`config.mk`:
```
export PLATFORM = sky130hd
export DESIGN_NAME = rx_4ph_fifo_flat
export DESIGN_NICKNAME = d
export VERILOG_FILES = /design/src/rtl/rx_4ph_fifo_if.sv /design/src/rtl/rx_4ph_fifo.sv /design/src/flat_wrapper.sv
export SDC_FILE = /design/constraint.sdc
export NUM_CORES = 1
export LEC_CHECK = 0
export ABC_AREA = 1
export CAP_MARGIN = 30
export CORE_ASPECT_RATIO = 1.25
export CORE_MARGIN = 2
export CORE_UTILIZATION = 53
export CTS_BUF_LIST = sky130_fd_sc_hd__clkbuf_4 sky130_fd_sc_hd__clkbuf_8
export CTS_CLUSTER_SIZE = 25
export DETAILED_ROUTE_END_ITERATION = 7
export PLACE_DENSITY = 0.75
export SLEW_MARGIN = 15
export SYNTH_ARGS = -nofsm -noshare
export SYNTH_HDL_FRONTEND = slang
export SYNTH_SLANG_ARGS = --single-unit
```
`constraint.sdc`:
```
create_clock -name clk -period 2.2 [get_ports clk]
set_input_delay 0.66 -clock clk [delete_from_list [all_inputs] [get_ports clk]]
set_output_delay 0.66 -clock clk [all_outputs]
set_load 0.02 [all_outputs]
```
`src/rtl/rx_4ph_fifo_if.sv`:
```
// Bundle of the 4-phase push channel and the synchronous valid/ready read port
// of rx_4ph_fifo. The master modport is the producer/consumer side, slave is the FIFO.
interface rx_4ph_fifo_if #(
  parameter int WIDTH = 8,
  parameter int DEPTH = 4
);
  localparam int LW = $clog2(DEPTH) + 1;

  logic             req_in;
  logic             ack_out;
  logic [WIDTH-1:0] data_in;
  logic             dout_valid;
  logic             dout_ready;
  logic [WIDTH-1:0] dout_data;
  logic [LW-1:0]    level;
  logic             full;

  modport master (
    output req_in, data_in, dout_ready,
    input  ack_out, dout_valid, dout_data, level, full
  );

  modport slave (
    input  req_in, data_in, dout_ready,
    output ack_out, dout_valid, dout_data, level, full
  );
endinterface

```
`src/rtl/rx_4ph_fifo.sv`:
```
// Clocked consumer of a 4-phase bundled-data push channel feeding a show-ahead FIFO.
// Define RX_4PH_SYNC3_EN for a 3-flop request synchronizer (default is 2 flops).
//
// state  | meaning
// S_IDLE | ack low; capture the word once req_s is high and the FIFO has room
// S_ACK  | ack high; wait for the synchronized request to return low
module rx_4ph_fifo #(
  parameter int WIDTH = 8,
  parameter int DEPTH = 4
) (
  input logic          clk,
  input logic          rstn,
  rx_4ph_fifo_if.slave bus
);
  localparam int AW = $clog2(DEPTH);
  localparam int LW = AW + 1;
  localparam logic [LW-1:0] FULL_LVL = LW'(DEPTH);

`ifdef RX_4PH_SYNC3_EN
  localparam int SYNC_N = 3;
`else
  localparam int SYNC_N = 2;
`endif

  typedef enum logic {S_IDLE, S_ACK} state_t;

  state_t            state_q, state_d;
  logic [SYNC_N-1:0] sync_q;
  logic              req_s;
  logic              wr_en, rd_en, full_w, empty_w;
  logic [AW-1:0]     wr_ptr, rd_ptr;
  logic [LW-1:0]     level_q;
  logic [WIDTH-1:0]  mem [DEPTH];

  // data_in is bundled with req_in and deliberately not synchronized
  always_ff @(posedge clk) begin
    if (!rstn) sync_q <= '0;
    else       sync_q <= {sync_q[SYNC_N-2:0], bus.req_in};
  end

  assign req_s   = sync_q[SYNC_N-1];
  assign full_w  = (level_q == FULL_LVL);
  assign empty_w = (level_q == '0);
  assign rd_en   = !empty_w && bus.dout_ready;

  always_ff @(posedge clk) begin
    if (!rstn) state_q <= S_IDLE;
    else       state_q <= state_d;
  end

  // a full FIFO holds the FSM in S_IDLE, retrying the write every cycle
  always_comb begin
    state_d = state_q;
    wr_en   = 1'b0;
    case (state_q)
      S_IDLE: begin
        if (req_s && !full_w) begin
          wr_en   = 1'b1;
          state_d = S_ACK;
        end
      end
      S_ACK: begin
        if (!req_s) state_d = S_IDLE;
      end
      default: state_d = S_IDLE;
    endcase
  end

  always_ff @(posedge clk) begin
    if (wr_en) mem[wr_ptr] <= bus.data_in;
  end

  always_ff @(posedge clk) begin
    if (!rstn) begin
      wr_ptr  <= '0;
      rd_ptr  <= '0;
      level_q <= '0;
    end else begin
      if (wr_en) wr_ptr <= wr_ptr + AW'(1);
      if (rd_en) rd_ptr <= rd_ptr + AW'(1);
      case ({wr_en, rd_en})
        2'b10:   level_q <= level_q + LW'(1);
        2'b01:   level_q <= level_q - LW'(1);
        default: level_q <= level_q;
      endcase
    end
  end

  assign bus.ack_out    = (state_q == S_ACK);
  assign bus.dout_valid = !empty_w;
  assign bus.dout_data  = mem[rd_ptr];
  assign bus.level      = level_q;
  assign bus.full       = full_w;
endmodule

```
`src/flat_wrapper.sv`:
```
// flat-port wrapper written by rule: the top's interface ports become plain ports
module rx_4ph_fifo_flat 
#(
  parameter int WIDTH = 8,
  parameter int DEPTH = 4
)
  (clk, rstn, bus_req_in, bus_data_in, bus_dout_ready, bus_ack_out, bus_dout_valid, bus_dout_data, bus_level, bus_full);
  rx_4ph_fifo_if #(.WIDTH(WIDTH), .DEPTH(DEPTH)) bus_i ();
  input logic clk;
  input logic rstn;
  input wire logic [$bits(bus_i.req_in)-1:0] bus_req_in;
  input wire logic [$bits(bus_i.data_in)-1:0] bus_data_in;
  input wire logic [$bits(bus_i.dout_ready)-1:0] bus_dout_ready;
  output wire logic [$bits(bus_i.ack_out)-1:0] bus_ack_out;
  output wire logic [$bits(bus_i.dout_valid)-1:0] bus_dout_valid;
  output wire logic [$bits(bus_i.dout_data)-1:0] bus_dout_data;
  output wire logic [$bits(bus_i.level)-1:0] bus_level;
  output wire logic [$bits(bus_i.full)-1:0] bus_full;
  assign bus_i.req_in = bus_req_in;
  assign bus_i.data_in = bus_data_in;
  assign bus_i.dout_ready = bus_dout_ready;
  assign bus_ack_out = bus_i.ack_out;
  assign bus_dout_valid = bus_i.dout_valid;
  assign bus_dout_data = bus_i.dout_data;
  assign bus_level = bus_i.level;
  assign bus_full = bus_i.full;
  rx_4ph_fifo #(.WIDTH(WIDTH), .DEPTH(DEPTH)) u_core (.clk(clk), .rstn(rstn), .bus(bus_i));
endmodule
```
== After elaboration in Yosys (flattened, before gate mapping) ==
Memories as Yosys holds them, arrays and structs flattened. A register that Yosys moved wholly into a read port is not among the register bits.
Index checks and enable logic that the tools add are counted.

* Register bits after elaboration: 10
* Bits in writable memories: 32
* Input port bits: 12
* Output and inout port bits: 14
* Memories: 1

{| class="wikitable"
|+ Memories
! name !! depth !! width !! rd ports !! clocked after Yosys merged registers in !! write ports !! RTL line !! text
|-
| u_core.mem || 4 || 8 || 1 || 1 || 1 || rx_4ph_fifo.sv:33 || <nowiki>logic [WIDTH-1:0] mem [DEPTH];</nowiki>
|}

* Add/sub/neg operators: 4
* Equality and inequality tests: 3
* Mux-type cells: 9
* Bitwise logic cells: 1
* Reductions and logical operators: 6

{| class="wikitable"
|+ Operators with widths
! kind !! count
|-
| $pmux W3 S2 || 1
|-
| $mux W1 || 5
|-
| $add A2 B1 Y2 const B || 2
|-
| $mux W2 || 2
|-
| $add A3 B1 Y3 const B || 1
|-
| $eq A3 B3 Y1 const B || 1
|-
| $logic_not A3 Y1 || 1
|-
| $sub A3 B1 Y3 const B || 1
|-
| $eq A2 B1 Y1 const B || 1
|-
| $eq A2 B2 Y1 const B || 1
|-
| $logic_and A1 B1 Y1 || 2
|-
| $logic_not A1 Y1 || 2
|-
| $pmux W1 S2 || 1
|-
| $reduce_bool A2 Y1 || 1
|-
| $not A1 Y1 || 1
|}

== Depth between registers and ports, before layout ==
Gate-level depths: netlist of the first run.

* Word-level depth: 7
* Gate-level depth with buffers: 13

== Least setup slack after synthesis of the first run ==
Ideal clock, no wire load.

* Path kind: register to register
* Start: reg u_core.level_q[2], in the netlist u_core.bus.level[2]
* End: reg u_core.level_q[2], in the netlist u_core.bus.level[2]
* Arrival time: 1.738 ns
* Data required time: 2.087 ns
* Path slack: 0.349 ns
* Stages on the path, launching flop included: 14
* Cells stage by stage: dfxtp_1 inv_1 nand2_2 nand2_1 inv_1 ha_1 inv_1 fa_1 inv_1 nand2_1 nand3_1 nand2_1 nand2_1 nor2_1

* Elaborated cells between the ends (all ways): 14
* Those cells by class: add/sub (2); eq/ne (3); mux (3); reduce/logical (6)

{| class="wikitable"
|+ RTL lines
! item !! RTL line !! text
|-
| from (decl) || rx_4ph_fifo.sv:32 || <nowiki>logic [LW-1:0] level_q;</nowiki>
|-
| from (signal assigned) || rx_4ph_fifo.sv:82 || <nowiki>2'b10: level_q <= level_q + LW'(1);</nowiki>
|-
| from (signal assigned) || rx_4ph_fifo.sv:83 || <nowiki>2'b01: level_q <= level_q - LW'(1);</nowiki>
|-
| from (signal assigned) || rx_4ph_fifo.sv:84 || <nowiki>default: level_q <= level_q;</nowiki>
|-
| $logic_not A3 Y1 * || rx_4ph_fifo.sv:43 || <nowiki>assign empty_w = (level_q == '0);</nowiki>
|-
| $logic_not A1 Y1 * || -- ||
|-
| via bus_dout_valid || flat_wrapper.sv:15 || <nowiki>output wire logic [$bits(bus_i.dout_valid)-1:0] bus_dout_valid;</nowiki>
|-
| $logic_and A1 B1 Y1 * || rx_4ph_fifo.sv:44 || <nowiki>assign rd_en = !empty_w && bus.dout_ready;</nowiki>
|-
| via u_core.rd_en || rx_4ph_fifo.sv:30 || <nowiki>logic wr_en, rd_en, full_w, empty_w;</nowiki>
|-
| $eq A2 B1 Y1 / $eq A2 B2 Y1 (equally long branches) || rx_4ph_fifo.sv:81 || <nowiki>case ({wr_en, rd_en})</nowiki>
|-
| $pmux W3 S2 / $reduce_bool A2 Y1 (equally long branches) || -- ||
|}

The timed path passes the listed nets; every way through them passes the cells marked *.
A chain may end at the register's enable or synchronous reset.

==> results by group, run 1 <==
Placement
  • DP HPWL: between 2000 and 2500 um
  • # placed instances: 228
  • DP Area: ~2100 um2
  • PortBufs: 25
  • RePlAce Congestion: 0.7588

GRT
  • Initial antenna violation count: 0
  • Tot GR Track Use: 0.1863
  • First-pass GRT wire length: ~5300 um
  • Number of global-route vias before repair: about 1300
  • Congestion Overflow GR: 0
  • Pin count of the biggest net entering global routing: 17

Clock tree
  • Post-CTS Setup Bufs: 0
  • Deepest clock path buffer count: 2
  • Root buf cell: clkbuf_8
  • Clock sinks: 44
  • CTS H-tree lvls: 2
  • Hold Buf Count CTS: 0
  • TritonCTS buffer count: 5
  • Worst-Skew Late Latency: 0.29 ns
  • CTS tree: yes
  • Clk slew on worst S/H paths: 0.08 ns

Critical path
  • Crit path cell chain: buf_4 -> o21ai_0 -> o22ai_1 -> dlymetal6s2s_1
  • CP max stage delay: roughly 0.40 ns
  • Worst setup path class: flip-flop to output pin
  • Reg2reg start: u_core.bus.level[1]$_SDFFE_PN0P_
  • CP endpoint kind: output pin
  • Critical-path maximum fanout: 10
  • Critical Path RT: between 1.5 and 2 ns
  • Critical Path AT: 1.41 ns
  • CP startpoint kind: flip-flop
  • Reg2Reg Setup Slack: about 0.42 ns
  • CP max stage cell: dfxtp_1
  • Reg2reg end: u_core.bus.level[2]$_SDFFE_PN0P_
  • R2R cell count: 12

Detailed routing
  • Met2 wire len: ~1700 um
  • Iteration-0 DRC count of the detailed router: 41
  • Vias: 1226
  • Post-Route WL: 3169 um
  • Met3 wire length: 138 um
  • M1 WL: 1246 um
  • Vias per cell: 5.195
  • Routed Antenna Nets: 0
  • Drt pass-1 iters: 4
  • # DRC: 0
  • Highest routed layer: met4
  • WL/cell: 13.43 um

Final layout
  • Area Growth Syn to Fin: 26.40%
  • Final instance area: roughly 2300 um2
  • Filler cell count in the final layout: ~250
  • Multi-input gate area: 471.7 um2
  • # nets final: 216
  • Fin cells: 236
  • Commonest non-fill, non-tap cell in the layout: edfxtp_1
  • Fraction of layout cells with a size suffix above 1: 0.1407
  • Register area: 1201 um2
  • Diodes inserted: 0
  • Commonest non-fill, non-tap cells in the layout: 32 x edfxtp_1, 26 x nor2_1, 21 x inv_1

Power
  • Peak supply drop: 0.6449 mV
  • Pwr dens: 935.3 nW/um2
  • Leakage: 0.0009570 uW

Min path
  • HP Start: u_core.sync_q[0]$_SDFF_PN0_
  • Hold depth: 2
  • HP Class: flip-flop to flip-flop
  • Hold path endpoint: u_core.sync_q[1]$_SDFF_PN0_

Run status
  • Outcome: finished clean

Timing
  • Slew HR: 0.7282
  • Final period utilization: 0.9417
  • Unrepaired setup endpoints after global routing: false
  • Clock Skew: 0.006571 ns
  • Pins Over Slew Limit: 0
  • Fin. Hold Viols: 0
  • Max Clk Rate: 482.7 MHz
  • Setup Viol. Count Final: 0
  • Worst Tran Pin Value: 0.4062 ns
  • Worst hold margin: 0.4153 ns
  • Min Tclk post-route: 2.072 ns

Job
  • Max-cap violations: 0

Floorplan
  • Die Y: 68.83 um
  • Die Wd: 55.86 um
  • FP Rows: 23
  • Core area: around 3200 um2
  • Top Ports: 26
  • Starting Density: 0.5528
  • DIE AREA: between 3000 and 4000 um2

Yosys
  • Synth unique cells: 19
  • Synthesized Nets: 174
  • Synth Warn #: 0
  • Mapped Area: 1782 um2
  • Avg Cell Area, Syn: 11.42 um2
  • Synthesized flop and latch total: 44
  • Seq/Total Area, Yosys: 0.6742
  • Mapped Cells: between 150 and 200
-- layer usage --
layer	vias up	track usage
met5	-	0
li1	608	-
met1	577	0.1846
met2	34	0.3482
met3	7	0.04664
met4	0	0.1280
-- worst max path at each step --
| stage | start | endpoint | slack (ns) | cells after the start |
|---|---|---|---|---|
| after floorplan | u_core.bus.level[2]$_SDFFE_PN0P_ | u_core.bus.level[2]$_SDFFE_PN0P_ | 0.35 | 13 |
| after global placement | bus_dout_ready | u_core.bus.level[2]$_SDFFE_PN0P_ | -0.09 | 12 |
| after detailed placement | bus_dout_ready | u_core.bus.level[2]$_SDFFE_PN0P_ | -0.14 | 12 |
| after CTS | flip-flop | bus_dout_data[5] | -0.25 | 4 |
| after global routing | bus_dout_ready | u_core.bus.level[2]$_SDFFE_PN0P_ | 0.03 | 11 |
| final | flip-flop | bus_dout_data[6] | 0.13 | 4 |
-- critical path: cells and delay by family (launching register included) --
kind | cells | cell delay, ns
buf+inv | 2 | 0.44
flops | 1 | 0.40
compound gates | 2 | 0.27
-- area by class of cell --
class / count / area share
clock inverters: 3 / 0.006111
well taps: 37 / 0.02056
repair buffers: 37 / 0.1606
flip-flops and latches: 44 / 0.5333
clock buffers: 5 / 0.03056
multi-input cells: 87 / 0.2094
inverters: 23 / 0.03944
-- cell usage after synthesis --
| library cell | n | area share |
|---|---|---|
| nand2_2 | 2 | 0.0070 |
| o21ai_0 | 14 | 0.039 |
| nand2_1 | 14 | 0.029 |
| o211ai_1 | 1 | 0.0042 |
| nand2_4 | 1 | 0.0063 |
| ha_1 | 5 | 0.035 |
| nor2_1 | 26 | 0.055 |
| inv_2 | 1 | 0.0021 |
| edfxtp_1 | 32 | 0.54 |
| a21oi_1 | 5 | 0.014 |
| nor2_2 | 1 | 0.0035 |
| o21ai_1 | 1 | 0.0028 |
| buf_6 | 2 | 0.013 |
| dfxtp_1 | 12 | 0.13 |
| inv_1 | 22 | 0.046 |
| nand3_1 | 5 | 0.014 |
| fa_1 | 1 | 0.011 |
| o21ai_2 | 3 | 0.015 |
| o22ai_1 | 8 | 0.028 |
-- flip-flops by register name, summed over array words and instances, names as in the netlist, named ones only --
register,cells
u_core.bus.ack_out,1
u_core.bus.level,3
u_core.mem,32
u_core.rd_ptr,2
u_core.sync_q,2
u_core.wr_ptr,2
-- cells by family after synthesis --
| logic type | after synthesis | synth area share |
|---|---|---|
| AND/OR/NAND/NOR | 49 | 0.1152 |
| flip-flops | 44 | 0.6742 |
| AO/OA/AOI/OAI | 32 | 0.1032 |
| buffers and inverters | 25 | 0.06109 |
| adder cells (fa/ha/maj) | 6 | 0.04635 |
-- through the flow --
| step | util | TNS (ns) | power (uW) | worst slack, ns |
|---|---|---|---|---|
| floorplan | - | 0 | 1390 | 0.3490 |
| global placement | 0.6658 | -0.09204 | 1656 | -0.09204 |
| detailed placement | 0.6658 | -0.1414 | 1685 | -0.1414 |
| CTS | 0.6910 | -1.724 | 2138 | -0.2517 |
| global route | 0.6988 | 0 | 2227 | 0.03338 |
| finish | 0.6988 | 0 | 2106 | 0.1283 |
-- power breakdown --
part	leakage, uW	internal (uW)	switching, uW
logic	0.000525	289	384
registers	0.000387	935	41.8
clock network	0.0000453	215	242
total	0.000957	1440	668
-- repair_timing --
item / 4_1_cts / 5_1_grt
endpoints found under the hold margin: 0 / 0
resized for setup: 2 / 10
gates cloned: 0 / 0
endpoints found under the setup margin: 9 / 9
Power figures use the tool's default switching activity.
==> inputs of run 2 (changes only) <==
--- a/config.mk
+++ b/config.mk
@@ -10,9 +10,9 @@
 export CORE_ASPECT_RATIO = 1.25
 export CORE_MARGIN = 2
-export CORE_UTILIZATION = 53
+export CORE_UTILIZATION = 55
 export CTS_BUF_LIST = sky130_fd_sc_hd__clkbuf_4 sky130_fd_sc_hd__clkbuf_8
 export CTS_CLUSTER_SIZE = 25
 export DETAILED_ROUTE_END_ITERATION = 7
-export PLACE_DENSITY = 0.75
+export PLACE_DENSITY = 0.81
 export SLEW_MARGIN = 15
 export SYNTH_ARGS = -nofsm -noshare
==> constraint.sdc (replaced) <==
create_clock -name clk -period 2.2 [get_ports clk]
set_input_delay 0.55 -clock clk [delete_from_list [all_inputs] [get_ports clk]]
set_output_delay 0.55 -clock clk [all_outputs]
set_load 0.02 [all_outputs]
==> run 2 against run 1 <==
The run now ends with setup timing left. Sequential power about the same. Clock-buffer cell count increased by 2. Total power increased by 6.7%. Sequential share of layout area increased by 0.48 points. Wire length increased by 9.1%. Non-clock buffer count decreased by 4. Critical path type unchanged.
==> results by group, run 2 (synthesized netlist as in run 1, its figures left out) <==
Critical path
  • Worst setup path class: flip-flop to output pin
  • Critical Path RT: 1.65 ns
  • CP endpoint kind: output pin
  • R2R cell count: 11
  • CP startpoint kind: flip-flop
  • Worst Setup EP: bus_dout_data[5]
  • Reg2reg end: u_core.bus.level[2]$_SDFFE_PN0P_
  • Critical Path AT: 1.74 ns
  • Reg2Reg Setup Slack: 0.27 ns
  • Critical-path maximum fanout: 16
  • Reg2reg start: u_core.bus.level[2]$_SDFFE_PN0P_

Timing
  • Final setup TNS: -0.3344 ns
  • Final period utilization: 1.041
  • Min Tclk post-route: 2.289 ns
  • Pins Over Slew Limit: 0
  • Worst Slack Setup Final: -0.08946 ns
  • Clock Skew: around 0.008 ns
  • Unrepaired setup endpoints after global routing: true
  • Slew HR: 0.7434
  • Setup Viol. Count Final: 5
  • Worst Tran Pin Value: 0.3835 ns
  • Fin. Hold Viols: 0
  • Max Clk Rate: 436.8 MHz

Detailed routing
  • Routed Antenna Nets: 0
  • Vias: 1242
  • WL/cell: 14.90 um
  • Iteration-0 DRC count of the detailed router: 24
  • Post-Route WL: between 3000 and 4000 um
  • Drt pass-1 iters: 4
  • # DRC: 0
  • Vias per cell: 5.353

Clock tree
  • TritonCTS buffer count: 5
  • Post-CTS Setup Bufs: 0
  • Clock sinks: 44
  • Root buf cell: clkbuf_8
  • CTS H-tree lvls: 2
  • Clk slew on worst S/H paths: 0.08 ns
  • CTS tree: yes
  • Deepest clock path buffer count: 2
  • Worst-Skew Late Latency: 0.29 ns

Run status
  • Failing checks: setup timing
  • Outcome: finished with violations

Power
  • Leakage: 0.0008937 uW
  • Psw: 675.2 uW
  • Comb power frac: 0.294
  • Peak supply drop: 0.8622 mV
  • Cell internal pwr: around 1600 uW
  • Pwr dens: 1007 nW/um2
  • Seq pwr share: 0.433
  • Sw frac: 0.3005
  • Clk pwr share: 0.272

Floorplan
  • DIE AREA: 3714 um2
  • Core area: 3166 um2
  • FP Rows: 23
  • Starting Density: 0.5628
  • Top Ports: 26
  • Die Y: 67.64 um
  • Die Wd: 54.91 um

GRT
  • Number of global-route vias before repair: 1236
  • First-pass GRT wire length: 5671 um
  • Congestion Overflow GR: 0
  • Tot GR Track Use: 0.2204
  • Initial antenna violation count: 0
  • Pin count of the biggest net entering global routing: 17

Placement
  • RePlAce Congestion: 0.8227
  • PortBufs: 25
  • DP HPWL: approximately 2500 um
  • DP Area: 2116 um2

Final layout
  • Final instance area: 2232 um2
  • Fraction of layout cells with a size suffix above 1: 0.1282
  • Commonest non-fill, non-tap cell in the layout: edfxtp_1
  • Max reg flops: 32
  • Post-route core utilization: 0.7051
  • Commonest non-fill, non-tap cells in the layout: 32 x edfxtp_1, 26 x nor2_1, 21 x inv_1, 21 x clkdlybuf4s50_1
  • Diodes inserted: 0
  • # nets final: 212
  • Area Growth Syn to Fin: 25.28%
  • Top reg by flops: u_core.mem

Job
  • Max-cap violations: 0

Min path
  • HP Class: flip-flop to flip-flop
## run 2: power by group through the flow
stage / logic (uW) / registers, uW / clock network (uW)
floorplan: 376 / 1010 / 0
global placement: 643 / 990 / 0
detailed placement: 668 / 993 / 0
CTS: 664 / 974 / 623
global route: 722 / 980 / 658
finish: 662 / 974 / 611
## run 2: cell type report
| class | instances | area [um2] |
|---|---|---|
| Fill cell | 217 | 933.4 |
| Clock inverter | 1 | 30.03 |
| Sequential cell | 44 | 1201 |
| Clock buffer | 7 | 83.83 |
| Multi-Input combinational cell | 87 | 471.7 |
| Tap cell | 37 | 46.29 |
| Inverter | 23 | 86.33 |
| Timing Repair Buffer | 33 | 312.8 |
## run 2: worst max-delay path, stage by stage, from the launching register on
cell and delay (ns):
dfxtp_1 0.34, inv_2 0.22, o21ai_0 0.12, o22ai_1 0.13, clkdlybuf4s50_1 0.63
## run 2: what timing repair did
action | CTS | global route
hold endpoints to repair | 0 | 0
gates cloned | 0 | 0
endpoints found under the setup margin | 8 | 7
hold buffers | 0 | 0
resized for setup | 3 | 2
## run 2: how the worst min path moves through the flow
| stage | startpoint | end | slack, ns | cells after the start |
|---|---|---|---|---|
| finish | u_core.sync_q[0]$_SDFF_PN0_ | u_core.sync_q[1]$_SDFF_PN0_ | 0.44 | 2 |
| global route | u_core.sync_q[0]$_SDFF_PN0_ | u_core.sync_q[1]$_SDFF_PN0_ | 0.46 | 2 |
| CTS | u_core.sync_q[0]$_SDFF_PN0_ | u_core.sync_q[1]$_SDFF_PN0_ | 0.44 | 2 |
| detailed placement | u_core.sync_q[0]$_SDFF_PN0_ | u_core.sync_q[1]$_SDFF_PN0_ | 0.42 | 2 |
| global placement | u_core.sync_q[0]$_SDFF_PN0_ | u_core.sync_q[1]$_SDFF_PN0_ | 0.41 | 2 |
| floorplan | u_core.sync_q[0]$_SDFF_PN0_ | u_core.sync_q[1]$_SDFF_PN0_ | 0.39 | 2 |
## run 2: stage by stage
step / hold WS (ns) / worst slack (ns) / total power [uW] / std cells
after floorplan: 0.3900 / 0.3490 / 1390 / 156
after global placement: 0.4109 / 0.01991 / 1633 / 224
after detailed placement: 0.4183 / -0.1229 / 1660 / 224
after CTS: 0.4403 / -0.1379 / 2261 / 232
after global routing: 0.4573 / -0.2006 / 2359 / 232
final: 0.4395 / -0.08946 / 2247 / 232
## run 2: layer usage
layer	GRT usage	part of all wire	vias up
met5	0	0	-
met2	0.3854	0.55	41
met3	0.05310	0.045	9
li1	-	-	603
met1	0.2489	0.39	589
met4	0.09451	0.018	0
==> inputs of run 3 (changes only) <==
CORE_UTILIZATION = 50   (was 55)
PLACE_DENSITY = 0.77   (was 0.81)
clock period = 2.1 ns   (was 2.2 ns; I/O delays follow)
==> run 3 against run 2 <==
The flow now finishes without violations. Wire length fell by 7.7%. Sequential share of layout area shrank 0.57 points. Via count decreased by 4.0%. Global-route usage shrank 4.0 points. Setup slack better by 0.20 ns. Flip-flop and latch count unchanged. Register-to-register slack about the same. Sequential power up 6%. Clock skew fell by 0.00074 ns. Total power increased by 4.5%. Hold slack lost 0.012 ns. Critical path type unchanged.
==> results by group, run 3 (synthesized netlist as in run 1, its figures left out) <==
Timing
  • Setup Viol. Count Final: 0
  • Slew HR: 0.8031
  • Fin. Hold Viols: 0
  • Clock Skew: ~0.0073 ns
  • Worst Tran Pin Value: 0.2943 ns
  • Max Clk Rate: approximately 500 MHz
  • Final setup TNS: 0 ns
  • Unrepaired setup endpoints after global routing: false
  • Final period utilization: 0.9484
  • Min Tclk post-route: about 2.0 ns
  • Pins Over Slew Limit: 0

Final layout
  • Multi-input gate area: ~470 um2
  • Register area: 1204 um2
  • Fraction of layout cells with a size suffix above 1: 0.1508
  • Area Growth Syn to Fin: 26.90%
  • Commonest non-fill, non-tap cell in the layout: edfxtp_1
  • Commonest non-fill, non-tap cells in the layout: 32 x edfxtp_1, 26 x nor2_1, 22 x inv_1
  • Diodes inserted: 0
  • Max reg flops: 32
  • # nets final: approximately 220
  • Filler cell count in the final layout: 287
  • Top reg by flops: u_core.mem
  • Post-route core utilization: 0.6547

Critical path
  • Critical Path RT: 1.57 ns
  • Critical Path AT: 1.47 ns
  • CP endpoint kind: output pin
  • CP startpoint kind: flip-flop
  • Worst setup path class: flip-flop to output pin
  • Critical-path maximum fanout: 4

Clock tree
  • CTS H-tree lvls: 2
  • Post-CTS Setup Bufs: 0
  • Deepest clock path buffer count: 2
  • TritonCTS buffer count: 5
  • CTS tree: yes
  • Worst-Skew Late Latency: 0.29 ns
  • Clock sinks: 44
  • Root buf cell: clkbuf_8
  • Clk slew on worst S/H paths: 0.08 ns

GRT
  • Number of global-route vias before repair: between 1000 and 1500
  • First-pass GRT wire length: ~5500 um
  • Pin count of the biggest net entering global routing: 17
  • Tot GR Track Use: 0.1807
  • Initial antenna violation count: 0
  • Congestion Overflow GR: 0

Floorplan
  • FP Rows: 24
  • Top Ports: 26
  • Core area: between 3000 and 4000 um2
  • DIE AREA: 4060 um2
  • Die Y: 70.74 um
  • Die Wd: 57.39 um
  • Starting Density: 0.5159

Power
  • Seq pwr share: 0.438
  • Cell internal pwr: about 1600 uW
  • Psw: 702.4 uW
  • Leakage: approximately 0.00090 uW
  • Peak supply drop: 0.7929 mV
  • Comb power frac: 0.286
  • Sw frac: 0.2992
  • Clk pwr share: 0.275
  • Pwr dens: between 1000 and 1500 nW/um2

Detailed routing
  • WL/cell: 13.41 um
  • Iteration-0 DRC count of the detailed router: 38
  • Routed Antenna Nets: 0
  • Vias per cell: between 5 and 6
  • Vias: 1192
  • Drt pass-1 iters: 4
  • # DRC: 0
  • Post-Route WL: 3191 um

Run status
  • Outcome: finished clean

Placement
  • DP HPWL: 2350 um
  • RePlAce Congestion: between 0.7 and 0.8
  • PortBufs: 25

Min path
  • HP Class: flip-flop to flip-flop

Job
  • Max-cap violations: 0
## run 3: cell types whose count changed in the layout (fill, tap and decap cells not counted), sizes merged
| cell | before | now |
|---|---|---|
| buf | 8 | 12 |
| clkdlybuf4s50 | 21 | 16 |
| clkbuf | 7 | 6 |
| dlymetal6s2s | 2 | 0 |
| dlygate4sd2 | 2 | 9 |
| clkinv | 0 | 1 |
## run 3: critical path: stages, from the launching register on
cell	delay, ns
dfxtp_1	0.37
inv_1	0.10
nand2_2	0.11
clkdlybuf4s50_1	0.61
## run 3: final cells by class
cell class / count / share of cell area
clock buffers: 6 / 0.03652
clock inverters: 2 / 0.01494
inverters: 23 / 0.03929
multi-input cells: 87 / 0.2097
flip-flops and latches: 44 / 0.5324
well taps: 39 / 0.02158
repair buffers: 37 / 0.1455
## run 3: worst paths after layout
path                                    start                               end  slack, ns  cells after the start
max          u_core.bus.level[2]$_SDFFE_PN0P_                    bus_dout_valid       0.11                      3
min               u_core.sync_q[0]$_SDFF_PN0_       u_core.sync_q[1]$_SDFF_PN0_       0.43                      2
min reg2reg       u_core.sync_q[0]$_SDFF_PN0_       u_core.sync_q[1]$_SDFF_PN0_       0.43                      2
max reg2reg  u_core.bus.level[0]$_SDFFE_PN0P_  u_core.bus.level[2]$_SDFFE_PN0P_       0.26                     12
## run 3: repair_timing
item,CTS,global route
resized for setup,12,1
hold buffers,0,0
endpoints found under the hold margin,0,0
endpoints found under the setup margin,9,1
## run 3: metal layers
metal,vias up,track usage,share of wire
li1,610,-,-
met1,547,0.1818,0.37
met2,29,0.3333,0.57
met3,6,0.05302,0.044
met4,0,0.08269,0.015
met5,-,0,0
## run 3: power groups by stage
stage | Combinational (uW) | Clock [uW] | Sequential (uW)
after floorplan | 394 | 0 | 1060
after global placement | 697 | 0 | 1040
after detailed placement | 716 | 0 | 1040
after CTS | 679 | 663 | 1030
after global routing | 750 | 698 | 1040
final | 673 | 646 | 1030
## run 3: metrics by stage
step                      total power, uW  std cells  hold slack [ns]  setup WS [ns]  cell area (um2)
final                                2348        238           0.4271         0.1085             2261
after global routing                 2484        238           0.4573        0.01743             2261
after CTS                            2372        238           0.4329        0.09576             2258
after detailed placement             1760        230           0.4141        -0.1994             2148
after global placement               1739        230           0.4020       -0.04622             2148
after floorplan                      1456        156           0.3900         0.2490             1782
